## src/rtl/bin2bcd_if.sv

```systemverilog
// -----------------------------------------------------------------------------
// bin2bcd_if
// Start/done handshake bundle between a requester and the bin2bcd_seq
// sequential binary-to-BCD converter.
//   start    requester -> converter  request, sampled only while idle
//   bin      requester -> converter  unsigned value, captured on accepted start
//   busy     converter -> requester  high while shift/add-3 iterations run
//   done     converter -> requester  one-cycle pulse, result just published
//   bcd      converter -> requester  DIGITS packed BCD nibbles, units in [3:0]
//   ovf      converter -> requester  value did not fit in DIGITS decimal digits
//   blank_n  converter -> requester  per-digit display enable, 1 = show
// Modports: master = requester side, slave = converter side.
// -----------------------------------------------------------------------------
interface bin2bcd_if #(
  parameter int BIN_W  = 8,
  parameter int DIGITS = 3
);
  logic                  start;
  logic [BIN_W-1:0]      bin;
  logic                  busy;
  logic                  done;
  logic [4*DIGITS-1:0]   bcd;
  logic                  ovf;
  logic [DIGITS-1:0]     blank_n;

  modport master (
    output start, bin,
    input  busy, done, bcd, ovf, blank_n
  );

  modport slave (
    input  start, bin,
    output busy, done, bcd, ovf, blank_n
  );
endinterface

```

## src/rtl/bin2bcd_seq.sv

```systemverilog
// -----------------------------------------------------------------------------
// bin2bcd_seq
// Sequential binary-to-BCD converter (shift-add-3 / double-dabble). One input
// bit is consumed per SHIFT cycle; after BIN_W iterations the work register is
// published on bcd/ovf/blank_n together with a one-cycle done pulse.
// Ports:
//   clk    rising-edge clock
//   rst_n  asynchronous active-low reset, aborts any conversion in flight
//   bus    bin2bcd_if.slave: start/bin in; busy/done/bcd/ovf/blank_n out
// Optional feature macro: LEADING_ZERO_BLANK_EN
//   defined   -> leading zero digits (k>0) are blanked in the published result
//   undefined -> blank_n is constant all ones
// -----------------------------------------------------------------------------
module bin2bcd_seq #(
  parameter int BIN_W  = 8,
  parameter int DIGITS = 3
) (
  input  logic     clk,
  input  logic     rst_n,
  bin2bcd_if.slave bus
);

  localparam int W     = 4 * DIGITS;
  localparam int CNT_W = $clog2(BIN_W + 1);

  typedef enum logic [1:0] {
    ST_IDLE  = 2'd0,
    ST_SHIFT = 2'd1,
    ST_DONE  = 2'd2
  } state_t;

  state_t             r_state;
  state_t             w_state_nxt;
  logic [BIN_W-1:0]   r_shift;
  logic [W-1:0]       r_work;
  logic [CNT_W-1:0]   r_cnt;
  logic               r_ovf_acc;
  logic [W-1:0]       r_bcd;
  logic               r_ovf;
  logic               r_busy;
  logic               r_done;
  logic [W-1:0]       w_adj;

  // Correct every BCD digit >= 5 by +3 so the following doubling carries
  // into the next digit; a 4-bit digit never exceeds 12 here.
  function automatic logic [W-1:0] add3_all(input logic [W-1:0] w);
    logic [W-1:0] res;
    res = w;
    for (int k = 0; k < DIGITS; k++) begin
      if (w[4*k +: 4] >= 4'd5) begin
        res[4*k +: 4] = w[4*k +: 4] + 4'd3;
      end else begin
        res[4*k +: 4] = w[4*k +: 4];
      end
    end
    return res;
  endfunction

  // Adjusted work register used by the current SHIFT iteration
  always_comb begin
    w_adj = add3_all(r_work);
  end

  // FSM state register
  always_ff @(posedge clk or negedge rst_n) begin
    if (!rst_n) begin
      r_state <= ST_IDLE;
    end else begin
      r_state <= w_state_nxt;
    end
  end

  // FSM next-state logic
  always_comb begin
    w_state_nxt = r_state;
    case (r_state)
      ST_IDLE: begin
        if (bus.start) begin
          w_state_nxt = ST_SHIFT;
        end else begin
          w_state_nxt = ST_IDLE;
        end
      end
      ST_SHIFT: begin
        if (r_cnt == CNT_W'(BIN_W - 1)) begin
          w_state_nxt = ST_DONE;
        end else begin
          w_state_nxt = ST_SHIFT;
        end
      end
      ST_DONE: w_state_nxt = ST_IDLE;
      default: w_state_nxt = ST_IDLE;
    endcase
  end

  // Conversion datapath and published result registers
  always_ff @(posedge clk or negedge rst_n) begin
    if (!rst_n) begin
      r_shift   <= '0;
      r_work    <= '0;
      r_cnt     <= '0;
      r_ovf_acc <= 1'b0;
      r_bcd     <= '0;
      r_ovf     <= 1'b0;
      r_busy    <= 1'b0;
      r_done    <= 1'b0;
    end else begin
      // busy mirrors the upcoming state so it is high for exactly BIN_W cycles
      r_busy <= (w_state_nxt == ST_SHIFT);
      r_done <= (r_state == ST_DONE);
      case (r_state)
        ST_IDLE: begin
          if (bus.start) begin
            r_shift   <= bus.bin;
            r_work    <= '0;
            r_cnt     <= '0;
            r_ovf_acc <= 1'b0;
          end
        end
        ST_SHIFT: begin
          // {work,shift} <<= 1 after correction; the bit leaving the top
          // digit is a lost decimal carry and makes the overflow sticky
          r_work    <= {w_adj[W-2:0], r_shift[BIN_W-1]};
          r_shift   <= r_shift << 1;
          r_ovf_acc <= r_ovf_acc | w_adj[W-1];
          r_cnt     <= r_cnt + CNT_W'(1);
        end
        ST_DONE: begin
          r_bcd <= r_work;
          r_ovf <= r_ovf_acc;
        end
        default: begin
          r_cnt <= '0;
        end
      endcase
    end
  end

`ifdef LEADING_ZERO_BLANK_EN
  logic [DIGITS-1:0] r_blank_n;
  logic [DIGITS-1:0] w_blank_n;

  // Digit k>0 is blanked when it and every higher digit are zero, unless the
  // value overflowed; the units digit is always shown
  always_comb begin
    logic hi_zero;
    hi_zero   = 1'b1;
    w_blank_n = '1;
    for (int k = DIGITS - 1; k >= 1; k--) begin
      hi_zero      = hi_zero & (r_work[4*k +: 4] == 4'd0);
      w_blank_n[k] = ~hi_zero | r_ovf_acc;
    end
  end

  // Blanking mask is published together with bcd in the DONE cycle
  always_ff @(posedge clk or negedge rst_n) begin
    if (!rst_n) begin
      r_blank_n <= '1;
    end else if (r_state == ST_DONE) begin
      r_blank_n <= w_blank_n;
    end else begin
      r_blank_n <= r_blank_n;
    end
  end

  assign bus.blank_n = r_blank_n;
`else
  assign bus.blank_n = {DIGITS{1'b1}};
`endif

  assign bus.busy = r_busy;
  assign bus.done = r_done;
  assign bus.bcd  = r_bcd;
  assign bus.ovf  = r_ovf;

endmodule
```

## src/flat_wrapper.sv

```systemverilog
// flat-port wrapper written by rule: the top's interface ports become plain ports
module bin2bcd_seq_flat 
#(
  parameter int BIN_W  = 8,
  parameter int DIGITS = 3
)
  (clk, rst_n, bus_start, bus_bin, bus_busy, bus_done, bus_bcd, bus_ovf, bus_blank_n);
  bin2bcd_if #(.BIN_W(BIN_W), .DIGITS(DIGITS)) bus_i ();
  input  logic clk;
  input  logic rst_n;
  input wire logic [$bits(bus_i.start)-1:0] bus_start;
  input wire logic [$bits(bus_i.bin)-1:0] bus_bin;
  output wire logic [$bits(bus_i.busy)-1:0] bus_busy;
  output wire logic [$bits(bus_i.done)-1:0] bus_done;
  output wire logic [$bits(bus_i.bcd)-1:0] bus_bcd;
  output wire logic [$bits(bus_i.ovf)-1:0] bus_ovf;
  output wire logic [$bits(bus_i.blank_n)-1:0] bus_blank_n;
  assign bus_i.start = bus_start;
  assign bus_i.bin = bus_bin;
  assign bus_busy = bus_i.busy;
  assign bus_done = bus_i.done;
  assign bus_bcd = bus_i.bcd;
  assign bus_ovf = bus_i.ovf;
  assign bus_blank_n = bus_i.blank_n;
  bin2bcd_seq #(.BIN_W(BIN_W), .DIGITS(DIGITS)) u_core (.clk(clk), .rst_n(rst_n), .bus(bus_i));
endmodule
```

## config.mk

```make
export PLATFORM = sky130hd
export DESIGN_NAME = bin2bcd_seq_flat
export DESIGN_NICKNAME = d
export VERILOG_FILES = /design/src/rtl/bin2bcd_if.sv /design/src/rtl/bin2bcd_seq.sv /design/src/flat_wrapper.sv
export SDC_FILE = /design/constraint.sdc
export NUM_CORES = 1
export LEC_CHECK = 0
export BUFFER_PORTS_ARGS = -buffer_cell sky130_fd_sc_hd__buf_2
export CELL_PAD_IN_SITES_DETAIL_PLACEMENT = 0
export CELL_PAD_IN_SITES_GLOBAL_PLACEMENT = 1
export CORE_ASPECT_RATIO = 1.4
export CORE_MARGIN = 8
export CORE_UTILIZATION = 47
export CTS_CLUSTER_SIZE = 30
export DETAILED_ROUTE_END_ITERATION = 10
export GPL_TIMING_DRIVEN = 0
export PLACE_DENSITY_LB_ADDON = 0.05
export SETUP_SLACK_MARGIN = 0.2
export SLEW_MARGIN = 10
export SYNTH_ARGS = -nofsm -noshare
export SYNTH_HDL_FRONTEND = slang
export SYNTH_SLANG_ARGS = --single-unit
```

## constraint.sdc

```tcl
create_clock -name clk -period 2.8 [get_ports clk]
set_clock_uncertainty 0.2 [all_clocks]
set_input_delay 0.42 -clock clk [delete_from_list [all_inputs] [get_ports clk]]
set_output_delay 0.42 -clock clk [all_outputs]
set_load 0.03 [all_outputs]
```

==> results of run 1 <==
routing by layer:
layer  track usage, %  wire length [um]  vias to the layer above
met5                0                 0                        -
met4            4.355                51                        0
met3            4.541               244                        5
met2            25.37              2131                       47
met1            14.10              1642                      727
li1                 -                 -                      724
how the worst max path moves through the flow:
stage                   endpoint  slack (ps)        startpoint
6_report       u_core.r_work[10]        1120  u_core.r_work[8]
5_1_grt         u_core.r_work[9]        1000  u_core.r_work[8]
4_1_cts        u_core.r_work[10]        1110  u_core.r_work[8]
3_5_place_dp   u_core.r_work[10]        1130  u_core.r_work[8]
3_3_place_gp   u_core.r_work[10]        1180  u_core.r_work[8]
2_1_floorplan  u_core.r_work[10]        1300  u_core.r_work[8]
critical path, cell delays in order, from the launching register on:
cell      delay [ps]
dfrtp_1          400
inv_1            110
ha_1             230
nor2b_1          170
o21a_1           210
o311ai_1         260
final cells by class:
cell class                      instances  area (um2)  share of cell area [%]
Inverter                               14       52.55                   2.335
Timing Repair Buffer                   25       125.1                   5.559
Tap cell                               45       56.30                   2.501
Clock inverter                          1       5.005                  0.2223
Sequential cell                        42        1051                   46.69
Clock buffer                            7       86.33                   3.835
Multi-Input combinational cell        119       783.3                   34.80
Buffer                                 14       91.34                   4.058
sequential cells by signal, indices dropped and copies added (netlist names):
signal            flops
u_core.bus.bcd       12
u_core.r_work        12
u_core.r_shift        8
u_core.r_cnt          4
u_core.r_state        2
u_core.bus.busy       1
u_core.bus.done       1
u_core.bus.ovf        1
u_core.r_ovf_acc      1
cells by family after synthesis:
kind of cell / count (synthesis) / synth area share (%)
muxes: 2 / 1.143
DFF: 42 / 53.33
xor gates and xnor gates: 5 / 2.222
AOI/OAI and AO/OA: 64 / 22.98
and+or+nand+nor: 38 / 8.381
buffers and inverters: 28 / 7.302
other: 1 / 0.1903
adders and majority gates: 7 / 4.444
cells in the mapped netlist:
| cell type | count |
|---|---|
| o21ba_1 | 1 |
| o21bai_1 | 1 |
| o21a_1 | 3 |
| inv_2 | 1 |
| clkbuf_1 | 2 |
| nor2_1 | 1 |
| mux2_2 | 1 |
| o2111ai_1 | 6 |
| a22oi_1 | 7 |
| buf_2 | 4 |
| a21oi_1 | 3 |
| o31ai_1 | 4 |
| inv_1 | 13 |
| o221ai_1 | 2 |
| nand2_1 | 27 |
| nand3_1 | 1 |
| o21ai_1 | 13 |
| mux2_1 | 1 |
| o32ai_1 | 2 |
| o21ai_0 | 11 |
| dfrtp_1 | 42 |
| a22o_1 | 3 |
| buf_4 | 7 |
| nor2b_1 | 5 |
| o221ai_2 | 1 |
| a32o_1 | 4 |
| xor2_1 | 1 |
| buf_6 | 1 |
| ha_1 | 7 |
| conb_1 | 1 |
| nand2b_1 | 3 |
| nor3_1 | 1 |
| o311ai_1 | 3 |
| xnor2_1 | 4 |
report_power, final:
part           internal [mW]  switching (mW)
logic                  0.502           0.762
registers              0.851           0.165
clock network          0.199           0.197
total                   1.55            1.12
==> summary.txt, run 1 <==
Outcome
  • Status: complete, no violations

Cells and area
  • Final net count: 239
  • Post-route cell area: 2251 um2
  • Diode count: 0
  • Fin cells: 267
  • Commonest non-fill, non-tap cells in the layout: dfrtp_1 (42), buf_2 (29), nand2_1 (27)
  • Area Overhead vs Synth: 14.22%
  • Fillers: 409
  • Share of cells above drive strength 1: 21.17%
  • Final Core Density: 54.45%
  • Commonest non-fill, non-tap cell in the layout: dfrtp_1

Critical path
  • R2R Path Start: u_core.r_work[8]
  • Startpoint Class: flop
  • Worst Path Arrival: 1660 ps
  • Worst-case reg-to-reg path depth: 5
  • R2r endpoint: u_core.r_work[10]
  • Critical path class: flop to flop
  • CP Max Fanout: 4
  • Endpoint class of the critical path: flop
  • Critical Path RT: 2780 ps
  • Register-to-register setup slack: 1120 ps

Clock tree
  • H-tree depth: 2
  • Number of CTS-inserted buffers: 5
  • Root Buffer: clkbuf_8
  • CTS Sinks: 42
  • Worst-path clk slew: 80 ps
  • TritonCTS clock tree: done
  • CTS resizes: 0
  • Max clock buf depth: 2
  • Clock latency on the worst-skew pair: 290 ps
  • Post-CTS Hold Buffers: 0
  • Setup bufs post-CTS: 0

Synthesis
  • Sequential share of the synthesized area: 53.33%
  • Synth area leaders: dfrtp_1 (53%), nand2_1 (5.1%), ha_1 (4.4%), o21ai_1 (3.3%), o21ai_0 (2.8%)
  • Seq cells post-synth: 42
  • Cells after Synth: 187
  • Synth unique cells: 34
  • Area of the mapped netlist: 1971 um2
  • Area leader, netlist: dfrtp_1
  • Share of the synthesized area in the top cell type: 53.33%
  • Mean post-synth cell area: 10.54 um2
  • Synth Warn #: 0

Timing
  • Min Tclk post-route: 1680 ps
  • Slew @ Worst Pin: 930.8 ps
  • RSZ-0062 raised after global routing: false
  • Final Hold Viols: 0
  • Slew headroom: 37.95%
  • Final setup violating endpoints: 0
  • Setup TNS: 0 ps
  • Post-route setup slack: 1120 ps
  • Part of the cycle the worst path needs: 59.99%
  • Hold WS: 65.92 ps
  • Final Max Tran Viols: 0
  • Fmax: 595.3 MHz

Floorplanning
  • Die width: 70.73 um
  • Site row count: 28
  • Die Ht: 92.62 um
  • Initial core utilization: 47.67%
  • Core box area: 4134 um2
  • Die area: 6550 um2
  • Boundary pin count: 29

Global routing
  • Largest net degree at the start of global routing: 43
  • Antenna violations before repair: 0
  • First-pass GRT wire length: 7362 um
  • GRT Total Usage: 13.72%
  • Vias in the first global route: 1,615
  • Overflow after GRT: 0

Pwr
  • Pwr dens: 1189 nW/um2
  • Worst vdd ir: 0.5280 mV
  • Total Power: 2.677 mW
  • P_leak: 1.064 nW

Placed design
  • GP Congestion: 0.7306
  • DP HPWL: 3033 um
  • DP Worst Slack: 1133 ps
  • Placed cell area: 2160 um2
  • Placed cell count: 259
  • IO buf count: 25

Routing
  • Antenna-violating nets left: 0
  • DRC: 0
  • Via density per instance: 5.629
  • Final WL: 4070 um
  • Via count: 1,503
  • Routed length per placed instance: 15.24 um
  • DRT iter0 DRCs: 51
  • Pre-antenna DRT Iters: 4

Job
  • MaxCap Viol Count: 0

Worst hold path
  • HP Class: input port to async pin
No activity file was read; power rests on OpenSTA's default activity.
==> run 2: changes to the inputs <==
- CORE_UTILIZATION: 47 -> 44
- clock period: 2.8 -> 1.6 ns (I/O delays scaled with it)
==> run 2 against run 1 <==
Effect of this change: the run now ends with negative hold slack left; sequential share of layout area decreased by 11 points; utilization increased by 12 points; non-clock buffer count increased by 33; register-to-register slack got worse by 1100 ps; hold slack got worse by 180 ps; cell area increased by 31%; flip-flop and latch count unchanged; clock-buffer cell count unchanged; final cell count increased by 19%; die area increased by 5.4%; maximum frequency increased by 9.5%; highest routed layer unchanged.
==> summary.txt, run 2 (same netlist as run 1, synthesis figures left out) <==
Outcome
  • Status: finished with violations
  • Failing checks: negative hold slack

Timing
  • Fmax: 651.7 MHz
  • Final Hold Viols: 42
  • Final setup violating endpoints: 0
  • Final Max Tran Viols: 0
  • Setup TNS: 0 ps
  • Slew headroom: 37.65%
  • Min Tclk post-route: 1534 ps
  • Post-route setup slack: 65.65 ps
  • Slew @ Worst Pin: 935.3 ps
  • RSZ-0062 raised after global routing: true
  • Hold WS: -115.1 ps
  • Part of the cycle the worst path needs: 95.90%

Clock tree
  • Root Buffer: clkbuf_8
  • TritonCTS clock tree: done
  • Number of CTS-inserted buffers: 5
  • Post-CTS Hold Buffers: 1
  • Clock latency on the worst-skew pair: 300 ps
  • Worst-path clk slew: 80 ps
  • Max clock buf depth: 2
  • CTS Sinks: 42
  • H-tree depth: 2

Worst hold path
  • HP Class: input port to async pin

Floorplanning
  • Die width: 72.56 um
  • Site row count: 29
  • Die area: 6907 um2
  • Boundary pin count: 29
  • Die Ht: 95.19 um
  • Initial core utilization: 44.52%
  • Core box area: 4427 um2

Cells and area
  • Share of cells above drive strength 1: 50.98%
  • Diode count: 0
  • Final Core Density: 66.68%
  • Commonest non-fill, non-tap cells in the layout: dfrtp_1 (40), buf_4 (28), buf_2 (26)
  • Area Overhead vs Synth: 49.78%
  • Post-route cell area: 2952 um2
  • Fin cells: 317
  • Commonest non-fill, non-tap cell in the layout: dfrtp_1
  • Final net count: 272

Routing
  • Routed length per placed instance: 16.53 um
  • Via density per instance: 5.331
  • DRC: 0
  • Via count: 1,690
  • Pre-antenna DRT Iters: 4
  • Antenna-violating nets left: 0
  • DRT iter0 DRCs: 41
  • Final WL: 5241 um

Critical path
  • Register-to-register setup slack: 70 ps
  • Endpoint class of the critical path: flop
  • R2R Path Start: u_core.r_work[5]
  • Worst path max stage delay: 380 ps
  • Startpoint Class: flop
  • CP Max Fanout: 3
  • Highest-delay cell along the critical path: dfrtp_1
  • CP Cell Sequence: inv_2 > ha_4 > nor2b_4 > buf_6 > o2111ai_2 > o311ai_2
  • Worst-case reg-to-reg path depth: 6
  • Critical path class: flop to flop
  • R2r endpoint: u_core.r_work[6]
  • Worst Path Arrival: 1500 ps
  • Critical Path RT: 1560 ps

Global routing
  • First-pass GRT wire length: 7569 um
  • Vias in the first global route: 1,643
  • Antenna violations before repair: 0
  • GRT Total Usage: 14.15%
  • Overflow after GRT: 0
  • Largest net degree at the start of global routing: 43

Placed design
  • DP Worst Slack: -17.75 ps
  • DP HPWL: 3109 um
  • Placed cell count: 276
  • IO buf count: 25
  • GP Congestion: 0.7571
  • Placed cell area: 2221 um2

Pwr
  • Pwr dens: 2247 nW/um2
  • P_leak: 1.355 nW
  • Total Power: 6.633 mW
  • Worst vdd ir: 1.108 mV

Job
  • MaxCap Viol Count: 0
run 2: cell types whose count changed in the layout (fill, tap and decap cells not counted), sizes merged:
cell	before	now
buf	37	69
dlygate4sd3	0	1
clkinv	1	0
bufinv	0	1
run 2: layer usage:
metal	track usage, %	vias to the layer above	share of wire [%]
met4	6.030	0	1.8
met1	15.37	842	40
met5	0	-	0
li1	-	794	-
met2	24.55	45	53
met3	4.632	9	5.3
run 2: repair_timing:
| action | CTS | global route |
|---|---|---|
| gates resized for setup | 12 | 78 |
| buffers inserted | 15 | 13 |
| endpoints found under the hold margin | 43 | 42 |
| pin swaps | 9 | 18 |
| gates cloned | 0 | 4 |
| endpoints found under the setup margin | 40 | 41 |
run 2: how the worst max path moves through the flow:
stage / to / startpoint / slack (ps)
global route: u_core.r_work[10] / u_core.r_work[8] / 10
floorplan: u_core.r_work[10] / u_core.r_work[8] / 120
detailed placement: u_core.r_work[10] / u_core.r_work[8] / -20
CTS: u_core.r_work[6] / u_core.r_work[5] / 60
finish: u_core.r_work[6] / u_core.r_work[5] / 70
global placement: u_core.r_work[10] / u_core.r_work[8] / 20
run 2: area by class of cell:
class                      instances  area (um2)
buffer                            14       147.6
sequential                        42        1054
timing repair buffer              58       434.2
fill                             361        1475
clock inverter                     1       30.03
tap                               62       77.57
multi-input combinational        119        1077
inverter                          14       55.05
clock buffer                       7       76.32
run 2: report_power, final:
group          total, mW  internal, mW  switching (mW)
combinational       4.00          2.02            1.97
clock              0.820         0.467           0.353
sequential          1.82          1.49           0.323
run 2: critical path: cells and delay by family, from the launching register on:
kind / cells / cell delay, ps
adders and majority gates: 1 / 160
DFF: 1 / 380
buffers and inverters: 2 / 190
and+or+nand+nor: 1 / 120
AOI/OAI and AO/OA: 2 / 340
==> run 3: changes to the inputs <==
- CORE_UTILIZATION: 44 -> 39
- CTS_CLUSTER_DIAMETER: unset -> 40
- clock period: 1.6 -> 1.25 ns (I/O delays scaled with it)
==> run 3 against run 2 <==
Effect of this change: the run ends with negative hold slack, negative setup slack left; combinational power is 38% higher; clock power is 9.6% higher; flip-flop and latch count stayed put; hold slack worse by 170 ps; wire length is 1.1% lower; register-to-register slack worse by 320 ps; highest routed layer unchanged.
==> summary.txt, run 3 (same netlist as run 1, synthesis figures left out) <==
Timing
  • RSZ-0062 raised after global routing: true
  • Min Tclk post-route: 1507 ps
  • Setup TNS: -7406 ps
  • Final Hold Viols: 50
  • Slew @ Worst Pin: 578.7 ps
  • Part of the cycle the worst path needs: 120.6%
  • Final setup violating endpoints: 41
  • Post-route setup slack: -257.4 ps
  • Hold WS: -283.2 ps
  • Fmax: 663.4 MHz
  • Slew headroom: 61.42%
  • Final Max Tran Viols: 0

Clock tree
  • Number of CTS-inserted buffers: 5
  • TritonCTS clock tree: done
  • Root Buffer: clkbuf_8
  • Worst-path clk slew: 80 ps
  • Clock latency on the worst-skew pair: 300 ps
  • H-tree depth: 2
  • Max clock buf depth: 2
  • CTS Sinks: 42

Floorplanning
  • Die area: 7615 um2
  • Die Ht: 100.1 um
  • Core box area: 4842 um2
  • Initial core utilization: 40.70%
  • Die width: 76.08 um
  • Boundary pin count: 29
  • Site row count: 30

Pwr
  • Worst vdd ir: 1.289 mV
  • Pwr dens: 2707 nW/um2
  • P_leak: 1.490 nW
  • Total Power: 8.814 mW

Critical path
  • Worst path max stage delay: 420 ps
  • CP Cell Sequence: inv_2 > ha_2 > nor2b_4 > o21a_4 > o311ai_2
  • Worst path top cell family by delay: compound AO/OA/AOI/OAI gates
  • CP bufs+invs: 1
  • CP Max Fanout: 4
  • Critical Path RT: 1250 ps
  • Startpoint Class: flop
  • Endpoint class of the critical path: flop
  • Worst Path Arrival: 1510 ps
  • Critical Path Stages: 5
  • Worst-case reg-to-reg path depth: 5
  • Highest-delay cell along the critical path: dfrtp_1
  • Critical path class: flop to flop

Global routing
  • First-pass GRT wire length: 8224 um
  • Antenna violations before repair: 0
  • Overflow after GRT: 0
  • Vias in the first global route: 1,728
  • Grt met2 use: 25.00%
  • GRT Total Usage: 13.09%
  • Met1 GRT Util: 13.65%
  • Global route hottest layer: met2
  • Met3 Usage GRT: 3.220%
  • Largest net degree at the start of global routing: 43

Routing
  • DRC: 0
  • Routed length per placed instance: 15.71 um
  • Antenna-violating nets left: 0
  • Via density per instance: 5.158
  • Final WL: 5184 um
  • DRT iter0 DRCs: 86
  • Pre-antenna DRT Iters: 4
  • Via count: 1,702

Job
  • MaxCap Viol Count: 0

Outcome
  • Status: finished with violations
  • Failing checks: negative hold slack, negative setup slack

Placed design
  • DP HPWL: 3223 um
  • DP Worst Slack: -378.6 ps
  • Placed cell area: 2333 um2
  • IO buf count: 25
  • GP Congestion: 0.7262
  • Placed cell count: 278

Cells and area
  • Area Overhead vs Synth: 65.21%
  • Commonest non-fill, non-tap cells in the layout: dfrtp_1 (40), buf_4 (36), buf_6 (26)
  • Diode count: 0
  • Commonest non-fill, non-tap cell in the layout: dfrtp_1
  • Final net count: 283
  • Fin cells: 330
  • Post-route cell area: 3256 um2
  • Share of cells above drive strength 1: 62.41%
  • Fillers: 374

Worst hold path
  • HP Class: input port to async pin
run 3: report_power, final:
part / switching [mW] / internal (mW)
registers: 0.468 / 1.91
logic: 2.59 / 2.95
clock network: 0.453 / 0.446
run 3: stage by stage:
stage          util (%)  hold WS [ps]
2_1_floorplan         -        -308.1
3_3_place_gp      48.19         164.6
3_5_place_dp      48.19         187.7
4_1_cts           59.69        -127.4
5_1_grt           67.24        -240.0
6_report          67.24        -283.2
run 3: metal layers:
metal / share of wire [%] / vias to the layer above / wire length (um)
met5: 0 / - / 0
met4: 1.3 / 0 / 68
met3: 3.1 / 7 / 163
met2: 56 / 29 / 2907
met1: 39 / 851 / 2045
li1: - / 815 / -
run 3: worst paths after layout:
path / from / slack [ps] / to
max in group asynchronous: rst_n / 720 / u_core.r_state[0]
max reg2reg: u_core.r_work[5] / -260 / u_core.r_work[6]
min reg2reg: u_core.r_shift[0] / 300 / u_core.r_shift[0]
min: rst_n / -280 / u_core.bus.bcd[1]
max: u_core.r_work[5] / -260 / u_core.r_work[6]
min in group clk: bus_bin[0] / -60 / u_core.r_shift[0]
run 3: worst register-to-register path, cell delays in order (launching register included):
cell and delay (ps):
dfrtp_1 420, inv_2 120, ha_2 200, nor2b_4 50, o21a_4 210, o311ai_2 220
run 3: repair_timing:
action | in CTS | in global routing
buffers inserted | 26 | 13
hold endpoints to repair | 50 | 44
resized for setup | 60 | 52
setup endpoints to repair | 57 | 59
pin swaps | 8 | 9
cloned | 2 | 3
run 3: area by class of cell:
cell class	count	area (um2)	share of cell area, %
buffer	14	165.2	5.073
sequential	42	1054	32.36
multi-input combinational	119	1147	35.24
tap	64	80.08	2.460
inverter	14	60.06	1.845
timing repair buffer	69	658.1	20.22
clock buffer	7	86.33	2.652
clock inverter	1	5.005	0.1537
